### config.mk
export PLATFORM = sky130hd
export DESIGN_NAME = fir_mac_engine
export DESIGN_NICKNAME = d
export VERILOG_FILES = /design/src/rtl/fir_pkg.sv /design/src/rtl/fir_round_sat.sv /design/src/rtl/fir_mac_engine.sv
export SDC_FILE = /design/constraint.sdc
export NUM_CORES = 2
export LEC_CHECK = 0
export BUFFER_PORTS_ARGS = -buffer_cell sky130_fd_sc_hd__buf_2
export CORE_MARGIN = 2
export CORE_UTILIZATION = 64
export DETAILED_ROUTE_END_ITERATION = 10
export HOLD_SLACK_MARGIN = 0.03
export PLACE_DENSITY_LB_ADDON = 0.3
export SLEW_MARGIN = 20
export SYNTH_ARGS = -nofsm -noshare
export SYNTH_HDL_FRONTEND = slang
export SYNTH_SLANG_ARGS = --single-unit
### constraint.sdc
create_clock -name clk2 -period 96.2 [get_ports clk2]
set_input_delay 9.62 -clock clk2 [delete_from_list [all_inputs] [get_ports clk2]]
set_output_delay 9.62 -clock clk2 [all_outputs]
set_load 0.01 [all_outputs]
### src/rtl/fir_pkg.sv
// fir_pkg: shared parameters, FSM state type and saturation limits for the FIR MAC engine
package fir_pkg;
  localparam int NTAPS  = 64;
  localparam int DATA_W = 16;
  localparam int FRAC   = 15;
  localparam int TAP_AW = 6;
  localparam int ACC_W  = 2 * DATA_W + TAP_AW;
  localparam logic signed [DATA_W-1:0] SAT_MAX = 16'sh7fff;
  localparam logic signed [DATA_W-1:0] SAT_MIN = 16'sh8000;
  typedef enum logic [2:0] {IDLE, READ, CAPTURE, MAC, DONE} state_e;
endpackage

### src/rtl/fir_round_sat.sv
// fir_round_sat: round-half-up the Q.15 accumulator and saturate it to a signed DATA_W sample
module fir_round_sat
  import fir_pkg::*;
(
  input  logic signed [ACC_W-1:0]  acc_i,
  output logic signed [DATA_W-1:0] y_o
);
  localparam int RW = ACC_W - FRAC;
  logic signed [ACC_W-1:0] rnd;
  logic signed [RW-1:0]    shf;
  always_comb begin
    rnd = acc_i + (ACC_W'(1) << (FRAC - 1));
    shf = rnd[ACC_W-1:FRAC];
    y_o = (shf > RW'(SAT_MAX)) ? SAT_MAX : (shf < RW'(SAT_MIN)) ? SAT_MIN : shf[DATA_W-1:0];
  end
endmodule

### src/rtl/fir_mac_engine.sv
// fir_mac_engine: sequential 64-tap FIR, one MAC per cycle, one rounded/saturated output per FIFO sample
module fir_mac_engine
  import fir_pkg::*;
(
  input  logic              clk2,
  input  logic              reset,
  input  logic              fifo_empty,
  input  logic [DATA_W-1:0] fifo_data,
  output logic              fifo_r_en,
  input  logic              coef_we,
  input  logic [TAP_AW-1:0] coef_addr,
  input  logic [DATA_W-1:0] coef_data,
  output logic              busy,
  output logic [DATA_W-1:0] y_out,
  output logic              y_valid
);
  state_e                    state_q, state_d;
  logic [DATA_W-1:0]         delay_q [NTAPS];
  logic [DATA_W-1:0]         coef_q  [NTAPS];
  logic signed [ACC_W-1:0]   acc_q, acc_nx;
  logic [TAP_AW-1:0]         wr_ptr_q, tap_q, rd_idx;
  logic [DATA_W-1:0]         y_out_q;
  logic signed [2*DATA_W-1:0] prod;
  logic signed [DATA_W-1:0]  y_nx;
  // newest sample sits at wr_ptr; older ones walk backwards modulo 64
  always_comb begin
    rd_idx = wr_ptr_q - tap_q;
    prod   = $signed(delay_q[rd_idx]) * $signed(coef_q[tap_q]);
    acc_nx = acc_q + ACC_W'(prod);
  end
  fir_round_sat u_round_sat (.acc_i(acc_nx), .y_o(y_nx));
  always_ff @(posedge clk2 or posedge reset) begin
    if (reset) state_q <= IDLE;
    else state_q <= state_d;
  end
  always_comb begin
    state_d = state_q;
    case (state_q)
      IDLE:    state_d = fifo_empty ? IDLE : READ;
      READ:    state_d = CAPTURE;
      CAPTURE: state_d = MAC;
      MAC:     state_d = (tap_q == TAP_AW'(NTAPS - 1)) ? DONE : MAC;
      DONE:    state_d = IDLE;
      default: state_d = IDLE;
    endcase
  end
  always_comb begin
    fifo_r_en = state_q == READ;
    busy      = state_q != IDLE;
    y_valid   = state_q == DONE;
    y_out     = y_out_q;
  end
  always_ff @(posedge clk2 or posedge reset) begin
    if (reset) begin
      for (int i = 0; i < NTAPS; i++) begin
        delay_q[i] <= '0;
        coef_q[i]  <= '0;
      end
      acc_q    <= '0;
      wr_ptr_q <= '0;
      tap_q    <= '0;
      y_out_q  <= '0;
    end else begin
      if (state_q == IDLE && coef_we) coef_q[coef_addr] <= coef_data;
      if (state_q == CAPTURE) begin
        delay_q[wr_ptr_q] <= fifo_data;
        acc_q <= '0;
        tap_q <= '0;
      end
      if (state_q == MAC) begin
        acc_q <= acc_nx;
        tap_q <= tap_q + 1'b1;
        if (tap_q == TAP_AW'(NTAPS - 1)) y_out_q <= y_nx;
      end
      if (state_q == DONE) wr_ptr_q <= wr_ptr_q + 1'b1;
    end
  end
endmodule
Yosys cells after proc, flatten, opt, wreduce, memory -nomap -nowiden
Cells that the tools add are included.

Register bits: 2117. Bits in latches: 0. Memory bits (writable): 0. Bits in read-only memories: 0. Input bits: 42. Logic and storage cells: 184. Memories: 0.

$add $sub $neg: 5. Multiply operators: 1. Div/mod/pow operators: 0. Order comparisons: 8. Eq/ne operators: 5. Shift-type cells: 0. Mux-type cells: 21. Bitwise operators: 4. Reductions and logical operators: 7.

Operators with widths (number): 1024-bit bitwise mux (2); 16-bit binary-select mux with 6-bit select (2); 16-bit demux with 6-bit select (2); 16-bit 2-to-1 mux (8); 38-bit 2-to-1 mux (2); 38-bit by 16-bit adder with 38-bit output, second input constant (1); 38-bit by 32-bit adder with 38-bit output (1); 16-bit by 16-bit multiplier with 32-bit output (1); 7-bit >= comparator, second input constant (4); 6-bit inverter with 7-bit output (4); 23-bit by 16-bit > comparator with 1-bit output, second input constant (1); 23-bit by 16-bit less-than comparator with 1-bit output, second input constant (1); 7-bit by 1-bit less-than comparator with 1-bit output, second input constant (2); 6-bit by 1-bit adder with 6-bit output, second input constant (2); 6-bit 2-to-1 mux (2); 3-bit case mux with 4 select lines (1); 3-bit by 2-bit equality test with 1-bit output, second input constant (2); 6-bit equality test, second input constant (1); 6-bit subtractor (1); 3-bit by 1-bit equality test with 1-bit output, second input constant (1); 3-bit equality test, second input constant (1); 1-bit logical AND (3); 3-bit logical NOT (1); 3-bit 2-to-1 mux (1); other kinds (4) (4).

Longest topological paths before layout
Word-level depth: 11. Gate-level depth with buffers: 45.

Modules after synthesis
Synthesis repeated with hierarchy kept, for this count alone.

Cell total of the unflattened synthesis: 7197. Area, all modules: 108273.8 um2.

Modules (own cells, without submodules): fir_mac_engine (instances 1, cells each 7071, area an instance 107374.2 um2); fir_round_sat (instances 1, cells each 126, area an instance 899.6 um2).

Worst setup path before layout
OpenSTA, ideal clock, no wires.

Path type: input -> register. Start point: in coef_addr[5]. End point: reg coef_q[784] (netlist bit). Setup time: 0.125 ns. Arrival: 11.277 ns. Required time: 96.075 ns. Setup slack: 84.798 ns. Stages on the path: 5. Buffers on the path: 2. Path through: or3b_2 > clkbuf_1 > nor2_1 > clkbuf_1 > mux2_2.

Word-level cells in the longest chain between the ends: 6. Elaborated cells between the ends (all ways): 7. Those cells by class: order compare (2); mux (3); bitwise (1); reduce/logical (1).

Ends and longest elaborated chain: start: declaration (RTL line fir_mac_engine.sv:11) `input logic [TAP_AW-1:0] coef_addr,`; 6-bit inverter with 7-bit output (implied by the code) * (RTL line fir_mac_engine.sv:64) `if (state_q == IDLE && coef_we) coef_q[coef_addr] <= coef_data;`; 7-bit >= comparator (implied by the code) or 7-bit by 1-bit less-than comparator with 1-bit output (tied branches) (RTL line fir_mac_engine.sv:64); 1-bit logical AND (implied by the code) (RTL line fir_mac_engine.sv:64); 16-bit 2-to-1 mux (implied by the code) (RTL line fir_mac_engine.sv:64); 16-bit demux with 6-bit select * (RTL line fir_mac_engine.sv:64); 1024-bit bitwise mux * (RTL line fir_mac_engine.sv:64); end signal: indexed assignment (RTL line fir_mac_engine.sv:64); end: declaration (RTL line fir_mac_engine.sv:19) `logic [DATA_W-1:0] coef_q [NTAPS];`.

Mark *: on every way between the ends. The rest lies on a longest branch, timed or not. A chain may end at the register's enable or synchronous reset.

Worst setup path after layout
Start point: reg tap_q[1]. End point: reg y_out_q[9] (netlist: y_out[9]).

Word-level cells in the longest chain between the ends: 11. Elaborated cells between the ends (all ways): 18. Those cells by class: add/sub (3); mul (1); order compare (2); eq/ne (1); mux (8); bitwise (2); reduce/logical (1).

Ends and longest elaborated chain: start: declaration (RTL line fir_mac_engine.sv:21) `logic [TAP_AW-1:0] wr_ptr_q, tap_q, rd_idx;`; start signal: assignment (RTL line fir_mac_engine.sv:72) `tap_q <= tap_q + 1'b1;`; 6-bit subtractor (RTL line fir_mac_engine.sv:27) `rd_idx = wr_ptr_q - tap_q;`; 6-bit inverter with 7-bit output (implied by the code) (RTL line fir_mac_engine.sv:28) `prod = $signed(delay_q[rd_idx]) * $signed(coef_q[tap_q]);`; 16-bit binary-select mux with 6-bit select (RTL line fir_mac_engine.sv:28); 16-bit 2-to-1 mux (implied by the code) (2 in a row) (RTL line fir_mac_engine.sv:28); 16-bit by 16-bit multiplier with 32-bit output (RTL line fir_mac_engine.sv:28); 38-bit by 32-bit adder with 38-bit output (RTL line fir_mac_engine.sv:29) `acc_nx = acc_q + ACC_W'(prod);`; 38-bit by 16-bit adder with 38-bit output (RTL line fir_round_sat.sv:12) `rnd = acc_i + (ACC_W'(1) << (FRAC - 1));`; 23-bit by 16-bit less-than comparator with 1-bit output (RTL line fir_round_sat.sv:14) `y_o = (shf > RW'(SAT_MAX)) ? SAT_MAX : (shf < RW'(SAT_MIN)) ? SAT_MIN : shf[DATA_W-1:0];`; 16-bit 2-to-1 mux (2 in a row) (RTL line fir_round_sat.sv:14); end signal: assignment (RTL line fir_mac_engine.sv:73) `if (tap_q == TAP_AW'(NTAPS - 1)) y_out_q <= y_nx;`; end: declaration (RTL line fir_mac_engine.sv:22) `logic [DATA_W-1:0] y_out_q;`.

Parallel ways exist; a longest one is shown, timed or not. The select of a mux whose other input is x is not followed.

==> flow_summary_export.csv <==
group,metric,value,unit
die,start_util,0.6425,
die,row_count,151,
finish,final_common_cell,"dfrtp_1",
timing,tightest_slew,1.184,ns
setup_path,worstPathArrival,14.66,ns
synthesis,yosysSeqAreaShare,0.4876,
setup_path,critical_path.max_fanout,134,
timing,hold_viol,0,
synthesis,syn_avg_cell_area,14.93,um2
synthesis,async_flop_share,1.000,
die,fp.dieArea,173100,um2
global_routing,grt_use_total,0.3089,
routing,wire_per_inst,27.50,um
worst_hold_path,hp-class,"reg -> reg",
setup_path,crit_path_max_incr_delay,1.58,ns
synthesis,syn_area,108600,um2
synthesis,synth_edf_count,0,
timing,max_freq,0.07147,GHz
synthesis,syn-num-nets,7759,
timing,setup_viol,0,
finish,most-common-layout-cells,"2114 x dfrtp_1, 2062 x mux2_2, 648 x mux4_2",
routing,wl,260300,um
timing,rsz0062_at_grt,"no",
timing,final.period_utilization,0.1455,
global_routing,gr-total-overflow,0,
power,power_leakage,55.40,nW
power,vdd_ir_drop_max,0.02039,mV
global_routing,antenna_found_initial,10,
cts,cts_tree,"yes",
cts,post_cts_buffers,0,
job,maxCapViolCount,0,
timing,clock-skew-final,0.03114,ns
global_routing,grt_pass1_vias,66990,
placed_design,port_buffers,60,
routing,vias,61898,
cts,insertion_delay,0.86,ns
routing,ant_nets,0,
die,core,169100,um2
setup_path,rr_startpoint,"tap_q[1]",
finish,nets,7556,
timing,setup_ws,82.21,ns
cts,root_buffer,"clkbuf_16",
routing,via_per_inst,6.539,
synthesis,ys_types,89,
finish,final_area,117800,um2
routing,drtIter0Drc,4988,
die,pin_count,61,
global_routing,grt_pass1_wl,405300,um
setup_path,r2r_end,"y_out[9]",
run_status,status,"finished, final reports clean",
cts,cts.sinks,2117,
placed_design,gp_congestion,0.8821,
routing,first_pass_iters,6,
timing,fin_tns_setup,0,ns
cts,cts-hold-fix-buffers,0,
die,die_x,416.0,um
power,pwr_density_cell,15.47,nW/um2
synthesis,synth_cells,7275,
worst_hold_path,hold_depth,2,
synthesis,ys_warn_count,0,
power,finalPower,1.823,mW
synthesis,synthFlopType,"dfrtp_1",
cts,clockBufferDepth,3,
synthesis,synth_area_leaders,"dfrtp_1 49%, mux2_2 21%, mux4_2 13%",
global_routing,grt_max_degree,201,
cts,cts_max_level,4,
routing,drc,0,
setup_path,slowest_stage,"fa_4",
worst_hold_path,min_from,"acc_q[0]",
setup_path,start_kind,"flop",
setup_path,crit_path_end_kind,"flop",
setup_path,crit_required,96.86,ns
finish,syn_to_final_growth,8.454,%
worst_hold_path,min_to,"acc_q[0]",
finish,drive_gt1_frac,0.4611,
timing,slew_headroom,0.2087,
synthesis,yosysTopAreaCell,"dfrtp_1",
placed_design,preCtsSetupSlack,81.87,ns
synthesis,netlist.area_leader.share,0.4876,
setup_path,r2r_setup_slack,82.21,ns
cts,path_clk_slew,0.06,ns
timing,drv_slew,0,
die,die_h,416.0,um
cts,cts-resized-gates,0,
timing,period_needed,13.99,ns
cts,numCtsBuffers,209,
placed_design,dp_hpwl,157700,um
setup_path,r2r_cells,29,
placed_design,place_area,110500,um2
finish,post-route-util,0.6968,
synthesis,ys_ff_latch,2117,
setup_path,critPathMostFrequentCell,"fa_1",
setup_path,crit_type,"reg -> reg",
synthesized netlist by cell type (all sizes together) (22+ instances only):
library cell / count
nand3: 43
xnor2: 40
nand2b: 33
nand2: 286
o21ai: 61
buf: 144
dfrtp: 2117
fa: 323
mux4: 648
a21oi: 47
nor2b: 73
clkbuf: 464
mux2i: 28
nor3: 22
nor2: 114
ha: 119
mux2: 2062
and2: 47
inv: 357
routing by layer:
layer	routed length, um	vias to the layer above	part of all wire	GRT usage
met3	14260	523	0.055	0.04436
met4	11090	4	0.043	0.1217
met2	132200	1923	0.51	0.5218
met1	102700	33615	0.39	0.4092
li1	-	25833	-	-
met5	27	-	0.00010	0
how the worst max path moves through the flow:
stage / startpoint / end / slack [ns] / depth (start not counted)
after detailed placement: reset / acc_q[35] / 81.87 / 6
after global placement: reset / acc_q[35] / 82.03 / 6
after global routing: tap_q[1] / y_out[9] / 81.67 / 29
after floorplan: reset / acc_q[0] / 26.77 / 1
final: tap_q[1] / y_out[9] / 82.21 / 29
after CTS: tap_q[1] / y_out[9] / 82.37 / 29
final cells by class:
type / instances / area (um2)
fill: 10832 / 51270
clock buffer: 320 / 6241
inverter: 357 / 1350
multi-input combinational: 4193 / 52060
clock inverter: 60 / 879.6
antenna: 7 / 17.52
sequential: 2117 / 52990
tap: 2218 / 2775
timing repair buffer: 194 / 1518
where the power goes:
part	internal (mW)	switching (mW)	total, mW	leakage, nW
logic	0.0226	0.0424	0.0650	24.1
registers	0.907	0.00790	0.915	27.8
clock network	0.490	0.353	0.843	3.51
state kept, by name (all words and copies together) (netlist names):
| register | flops |
|---|---|
| y_out | 16 |
| delay_q | 1024 |
| tap_q | 6 |
| state_q | 3 |
| acc_q | 38 |
| coef_q | 1024 |
| wr_ptr_q | 6 |
worst max-delay path, delay by kind of cell, from the launching register on:
kind | cells | cell delay [ns]
adder cells (fa/ha/maj) | 8 | 5.23
AO/OA/AOI/OAI | 6 | 2.33
AND/OR/NAND/NOR | 7 | 2.01
buffers and inverters | 5 | 1.88
multiplexers | 2 | 0.93
flip-flops | 1 | 0.73
XOR/XNOR | 1 | 0.36
cell families (layout without fill, tap and decap cells):
logic type / count (synthesis) / after routing / share of synthesized area
other: 0 / 7 / 0
and+or+nand+nor: 705 / 705 / 0.03188
muxes: 2738 / 2738 / 0.3506
AOI/OAI and AO/OA: 251 / 251 / 0.01698
xor gates and xnor gates: 57 / 57 / 0.004664
DFF: 2117 / 2117 / 0.4876
adders and majority gates: 442 / 442 / 0.07323
buffers and inverters: 965 / 931 / 0.03498
per-stage QoR:
stage,hold slack (ns),instances
floorplan,0.4453,7275
global placement,0.4592,9077
detailed placement,0.4727,9077
CTS,0.4848,9457
global route,0.5073,9463
finish,0.4803,9466
No activity file was read; power rests on OpenSTA's default activity.
